===== src/rtl/mul_share_arb_if.sv =====
// rtl/mul_share_arb_if.sv - requester and response channels of the shared multiplier
interface mul_share_arb_if #(
  parameter int NREQ = 4,
  parameter int AW   = 3,
  parameter int IDW  = 2
);
  logic [NREQ-1:0]    req_valid;
  logic [NREQ*AW-1:0] req_a;
  logic [NREQ*AW-1:0] req_b;
  logic [NREQ-1:0]    req_ready;
  logic               rsp_valid;
  logic               rsp_ready;
  logic [IDW-1:0]     rsp_id;
  logic [2*AW-1:0]    rsp_p;

  modport master (
    output req_valid, req_a, req_b, rsp_ready,
    input  req_ready, rsp_valid, rsp_id, rsp_p
  );

  modport slave (
    input  req_valid, req_a, req_b, rsp_ready,
    output req_ready, rsp_valid, rsp_id, rsp_p
  );
endinterface


===== src/rtl/mul_share_arb.sv =====
// rtl/mul_share_arb.sv - round-robin arbiter sequencing one registered AWxAW multiplier
module mul_share_arb #(
  parameter int NREQ = 4,
  parameter int AW   = 3,
  parameter int IDW  = 2
) (
  input  logic                clk,
  input  logic                rst_n,
  mul_share_arb_if.slave      bus,
  output logic                busy,
  output logic [7:0]          ops_done
);

  typedef enum logic [1:0] {IDLE, MUL, RESP} state_t;

  state_t            state_q, state_d;
  logic [IDW-1:0]    rr_q, rr_d;
  logic [AW-1:0]     op_a_q, op_a_d;
  logic [AW-1:0]     op_b_q, op_b_d;
  logic [IDW-1:0]    id_q, id_d;
  logic              rsp_valid_q, rsp_valid_d;
  logic [IDW-1:0]    rsp_id_q, rsp_id_d;
  logic [2*AW-1:0]   rsp_p_q, rsp_p_d;
  logic [7:0]        ops_q, ops_d;

  logic              any_req;
  logic [IDW-1:0]    grant_id;
  logic [NREQ-1:0]   req_ready_c;
  logic [2*AW-1:0]   product;
  int                idx;

  // First pending requester at or after rr_q, wrapping at NREQ.
  always_comb begin
    any_req  = 1'b0;
    grant_id = '0;
    idx      = 0;
    for (int k = 0; k < NREQ; k++) begin
      idx = int'(rr_q) + k;
      if (idx >= NREQ) idx = idx - NREQ;
      if (!any_req && bus.req_valid[idx]) begin
        any_req  = 1'b1;
        grant_id = IDW'(idx);
      end
    end
  end

  assign product = (2*AW)'(op_a_q) * (2*AW)'(op_b_q);

  always_comb begin
    state_d     = state_q;
    rr_d        = rr_q;
    op_a_d      = op_a_q;
    op_b_d      = op_b_q;
    id_d        = id_q;
    rsp_valid_d = rsp_valid_q;
    rsp_id_d    = rsp_id_q;
    rsp_p_d     = rsp_p_q;
    ops_d       = ops_q;
    req_ready_c = '0;
    unique case (state_q)
      IDLE: begin
        if (any_req) begin
          req_ready_c = NREQ'(1) << grant_id;
          op_a_d      = bus.req_a[grant_id*AW +: AW];
          op_b_d      = bus.req_b[grant_id*AW +: AW];
          id_d        = grant_id;
          rr_d        = (grant_id == IDW'(NREQ-1)) ? '0 : grant_id + IDW'(1);
          state_d     = MUL;
        end
      end
      MUL: begin
        rsp_p_d     = product;
        rsp_id_d    = id_q;
        rsp_valid_d = 1'b1;
        state_d     = RESP;
      end
      RESP: begin
        if (bus.rsp_ready) begin
          rsp_valid_d = 1'b0;
          ops_d       = ops_q + 8'd1;
          state_d     = IDLE;
        end
      end
      default: state_d = IDLE;
    endcase
  end

  always_ff @(posedge clk or negedge rst_n) begin
    if (!rst_n) begin
      state_q     <= IDLE;
      rr_q        <= '0;
      op_a_q      <= '0;
      op_b_q      <= '0;
      id_q        <= '0;
      rsp_valid_q <= 1'b0;
      rsp_id_q    <= '0;
      rsp_p_q     <= '0;
      ops_q       <= '0;
    end else begin
      state_q     <= state_d;
      rr_q        <= rr_d;
      op_a_q      <= op_a_d;
      op_b_q      <= op_b_d;
      id_q        <= id_d;
      rsp_valid_q <= rsp_valid_d;
      rsp_id_q    <= rsp_id_d;
      rsp_p_q     <= rsp_p_d;
      ops_q       <= ops_d;
    end
  end

  // Grant is combinational, so it must be masked while reset is held.
  assign bus.req_ready = rst_n ? req_ready_c : '0;
  assign bus.rsp_valid = rsp_valid_q;
  assign bus.rsp_id    = rsp_id_q;
  assign bus.rsp_p     = rsp_p_q;
  assign busy          = (state_q != IDLE);
  assign ops_done      = ops_q;

endmodule


===== src/flat_wrapper.sv =====
// flat-port wrapper written by rule: the top's interface ports become plain ports
module mul_share_arb_flat 
#(
  parameter int NREQ = 4,
  parameter int AW   = 3,
  parameter int IDW  = 2
)
  (clk, rst_n, busy, ops_done, bus_req_valid, bus_req_a, bus_req_b, bus_rsp_ready, bus_req_ready, bus_rsp_valid, bus_rsp_id, bus_rsp_p);
  mul_share_arb_if #(.NREQ(NREQ), .AW(AW), .IDW(IDW)) bus_i ();
  input  logic clk;
  input  logic rst_n;
  output logic busy;
  output logic [7:0] ops_done;
  input wire logic [$bits(bus_i.req_valid)-1:0] bus_req_valid;
  input wire logic [$bits(bus_i.req_a)-1:0] bus_req_a;
  input wire logic [$bits(bus_i.req_b)-1:0] bus_req_b;
  input wire logic [$bits(bus_i.rsp_ready)-1:0] bus_rsp_ready;
  output wire logic [$bits(bus_i.req_ready)-1:0] bus_req_ready;
  output wire logic [$bits(bus_i.rsp_valid)-1:0] bus_rsp_valid;
  output wire logic [$bits(bus_i.rsp_id)-1:0] bus_rsp_id;
  output wire logic [$bits(bus_i.rsp_p)-1:0] bus_rsp_p;
  assign bus_i.req_valid = bus_req_valid;
  assign bus_i.req_a = bus_req_a;
  assign bus_i.req_b = bus_req_b;
  assign bus_i.rsp_ready = bus_rsp_ready;
  assign bus_req_ready = bus_i.req_ready;
  assign bus_rsp_valid = bus_i.rsp_valid;
  assign bus_rsp_id = bus_i.rsp_id;
  assign bus_rsp_p = bus_i.rsp_p;
  mul_share_arb #(.NREQ(NREQ), .AW(AW), .IDW(IDW)) u_core (.clk(clk), .rst_n(rst_n), .bus(bus_i), .busy(busy), .ops_done(ops_done));
endmodule

===== config.mk =====
export PLATFORM = sky130hd
export DESIGN_NAME = mul_share_arb_flat
export DESIGN_NICKNAME = d
export VERILOG_FILES = /design/src/rtl/mul_share_arb_if.sv /design/src/rtl/mul_share_arb.sv /design/src/flat_wrapper.sv
export SDC_FILE = /design/constraint.sdc
export NUM_CORES = 1
export LEC_CHECK = 0
export BUFFER_PORTS_ARGS = -buffer_cell sky130_fd_sc_hd__buf_2
export CELL_PAD_IN_SITES_DETAIL_PLACEMENT = 0
export CELL_PAD_IN_SITES_GLOBAL_PLACEMENT = 1
export CORE_ASPECT_RATIO = 0.7
export CORE_MARGIN = 2
export CORE_UTILIZATION = 34
export CTS_CLUSTER_SIZE = 16
export DETAILED_ROUTE_END_ITERATION = 12
export PLACE_DENSITY = 0.81
export SLEW_MARGIN = 20
export SYNTH_ARGS = -nofsm -noshare
export SYNTH_HDL_FRONTEND = slang
export SYNTH_SLANG_ARGS = --single-unit

===== constraint.sdc =====
create_clock -name clk -period 2.1 [get_ports clk]
set_clock_uncertainty 0.15 [all_clocks]
set_input_delay 0.105 -clock clk [delete_from_list [all_inputs] [get_ports clk]]
set_output_delay 0.105 -clock clk [all_outputs]
set_load 0.05 [all_outputs]

==> metrics.txt <==
status finished, final reports clean; die height 61.94 um; mux cell area share after synthesis under 10%; drt drc 0; DP Area a little over 2000 um^2; Synth Flop Type dfrtp_1; Cell variety after synth 33; async set-reset flop share out of synthesis 100.0%; top post-synthesis cells by count dfrtp_1 (29), nand2_1 (20), o21ai_0 (12), nand3_1 (9); wire per inst 13.57 um; clock transition at the registers of the reported paths 0.06 ns; CP Launch Type flip-flop; total wire length 3936 um; area of the core 4703 um^2; clk root buf clkbuf_8; Ant. Diodes 0; Compound-Gate Fraction of Synth Area 14.58%; Post-Syn Area around 1600 um^2; Hold Slack about 0.018 ns; first-pass GRT wire length between 6000 and 7000 um; final setup fails 0; Finished Layout Cells 290; clock latency on the worst-skew pair between 0.2 and 0.3 ns; cell breakdown of the critical path nand2_2 > fa_1 > inv_1 > ha_2 > fa_2 > mux2_2; Synth area leaders dfrtp_1 (45%), ha_1 (5.4%), nand2_1 (4.6%); Metal-1 WL between 1500 and 2000 um; TritonCTS clock tree yes; synth warn 0; Congestion Overflow GR 0; vias in the first global route 1341; I/O Buffers 52; PwrDens around 1500 nW/um^2; layout cell share with drive strength beyond 1 between 40% and 50%; DPL Wire Length ~2900 um; adder-cell area share of the yosys netlist 7.828%; Crit Path Max Fanout 2; DR WL met2 approximately 1800 um; simple-gate share of the synthesized area 18.88%; slowest cell on the critical path fa_1; RSZ-0062 raised after global routing true; Rel. slew slack 67.18%; Synth Net Count ~200; Reg2Reg Capture Point u_core.bus.rsp_p[3]; peak supply drop 0.0005302 V; Die Wd 86.77 um; TritonCTS buffer count 5; CP peak stage delay about 0.52 ns; routability congestion estimate 0.8306; DR vias/cell between 4 and 5; # fillers ~470; Final Hold Fails 0; DR vias 1420; CP Data Arrival Time approximately 2.1 ns; Sinks on Clock Net 29; die area roughly 5400 um^2; number of synthesized flops with an enable pin 0; Cells after Synth roughly 160; Period minus WS final 2.082 ns; Seq/Total Area, Yosys between 40% and 50%; crit share post-route 99.13%; H-tree depth 2; total negative slack 0 ns; drt pass-1 iters 4; final count of pins violating max slew 0; count leader, synth dfrtp_1; ANT nets after route 0; largest net degree at the start of global routing 29; Max Used Layer met4; flop-to-flop setup slack 0.02 ns; Max Fclk 480.4 MHz; routed wl met3 106 um; largest family of logic cells by synthesized area simple AND/OR/NAND/NOR gates; Final #Nets 272; final worst slack 0.01820 ns; Total GRT Usage 15.35%; area delta synth->final 40.52%; Pleak 1.141 nW; Synth area leader dfrtp_1; Finished Cell Area approximately 2300 um^2; Synth Area in XOR/XNOR 4.298%; flops & latches, synth 29; FP Rows 21; Synth top area share between 40% and 50%; Max Cap Viol 0; total power between 3 and 4 mW; WP buf/inv 1; Crit Path Class flip-flop to flip-flop; number of instances in the placed design 275; Core Util, Final 48.71%; I/O Pins 53; Longest Clk Path Bufs 2; Initial Util between 30% and 40%; Top delay family on crit path adder cells; Worst Reg-to-Reg Cells 6; Hold Crit Class input port to asynchronous set/reset pin; Worst Path Required 2.12 ns; Synth Area per Inst 10.32 um^2; worst-margin pin slew just under 0.5 ns; Initial DRC Count 37; R2R Path Start u_core.op_a_q[0]; Setup crit end kind flip-flop; Place WS -0.01749 ns; antenna violations before repair 0
-- worst register-to-register path: cells and delay by family, from the launching register on --
kind / cells / cell delay (ns)
adder cells (fa/ha/maj): 3 / 1.10
buffers and inverters: 1 / 0.04
flip-flops: 1 / 0.36
multiplexers: 1 / 0.26
AND/OR/NAND/NOR: 1 / 0.07
-- worst max-delay path by stage --
stage,from,end,depth (start not counted)
after floorplan,u_core.state_q[1],bus_req_ready[0],5
after global placement,u_core.op_a_q[0],u_core.bus.rsp_p[3],6
after detailed placement,u_core.op_a_q[0],u_core.bus.rsp_p[3],6
after CTS,u_core.op_b_q[2],u_core.bus.rsp_p[3],6
after global routing,u_core.op_b_q[2],u_core.bus.rsp_p[3],6
final,u_core.op_a_q[0],u_core.bus.rsp_p[3],6
-- registers in the layout, indices dropped and copies added, names as in the netlist --
name,count
u_core.rr_q,2
u_core.bus.rsp_id,2
u_core.bus.rsp_valid,1
u_core.state_q,2
u_core.ops_done,8
u_core.id_q,2
u_core.bus.rsp_p,6
u_core.op_a_q,3
u_core.op_b_q,3
-- area by class of cell --
type,instances,area [um^2],share of cell area [%]
Multi-Input combinational cell,119,927.1,40.47
Sequential cell,29,728.2,31.79
Timing Repair Buffer,70,421.7,18.41
Clock buffer,7,86.33,3.768
Tap cell,57,71.32,3.113
Clock inverter,1,30.03,1.311
Inverter,7,26.28,1.147
-- logic make-up after synthesis --
group           count (synthesis)
fa+ha+maj                       9
xor+xnor                        8
buf+inv                        10
compound gates                 34
simple gates                   57
mux                            11
flops                          29
-- placed cells by master, fill, tap and decap left out, types with 6 or more instances in the layout --
cell / instances
o21ai_0: 11
xnor2_1: 6
mux2_2: 6
nand2_1: 19
clkbuf_8: 6
a221o_1: 6
buf_2: 48
dfrtp_1: 27
a21oi_1: 7
buf_4: 18
nand3_1: 9
-- what timing repair did --
item | in CTS | in global routing
setup endpoints to repair | 5 | 10
pin swaps | 3 | 4
hold buffers | 2 | 0
buffers inserted | 4 | 1
hold endpoints to repair | 30 | 0
resized for setup | 7 | 20
-- per-layer routing --
| layer | global-route usage [%] | vias to the layer above |
|---|---|---|
| li1 | - | 707 |
| met1 | 20.82 | 687 |
| met2 | 25.05 | 20 |
| met3 | 3.435 | 6 |
| met4 | 4.688 | 0 |
| met5 | 0 | - |
-- report_power, final --
part	total [mW]	internal, mW	switching, mW	leakage [nW]
clock	0.597	0.386	0.211	0.0585
sequential	0.960	0.790	0.170	0.365
combinational	1.93	0.764	1.17	0.718
total	3.49	1.94	1.55	1.14
No activity file was read; power rests on OpenSTA's default activity.
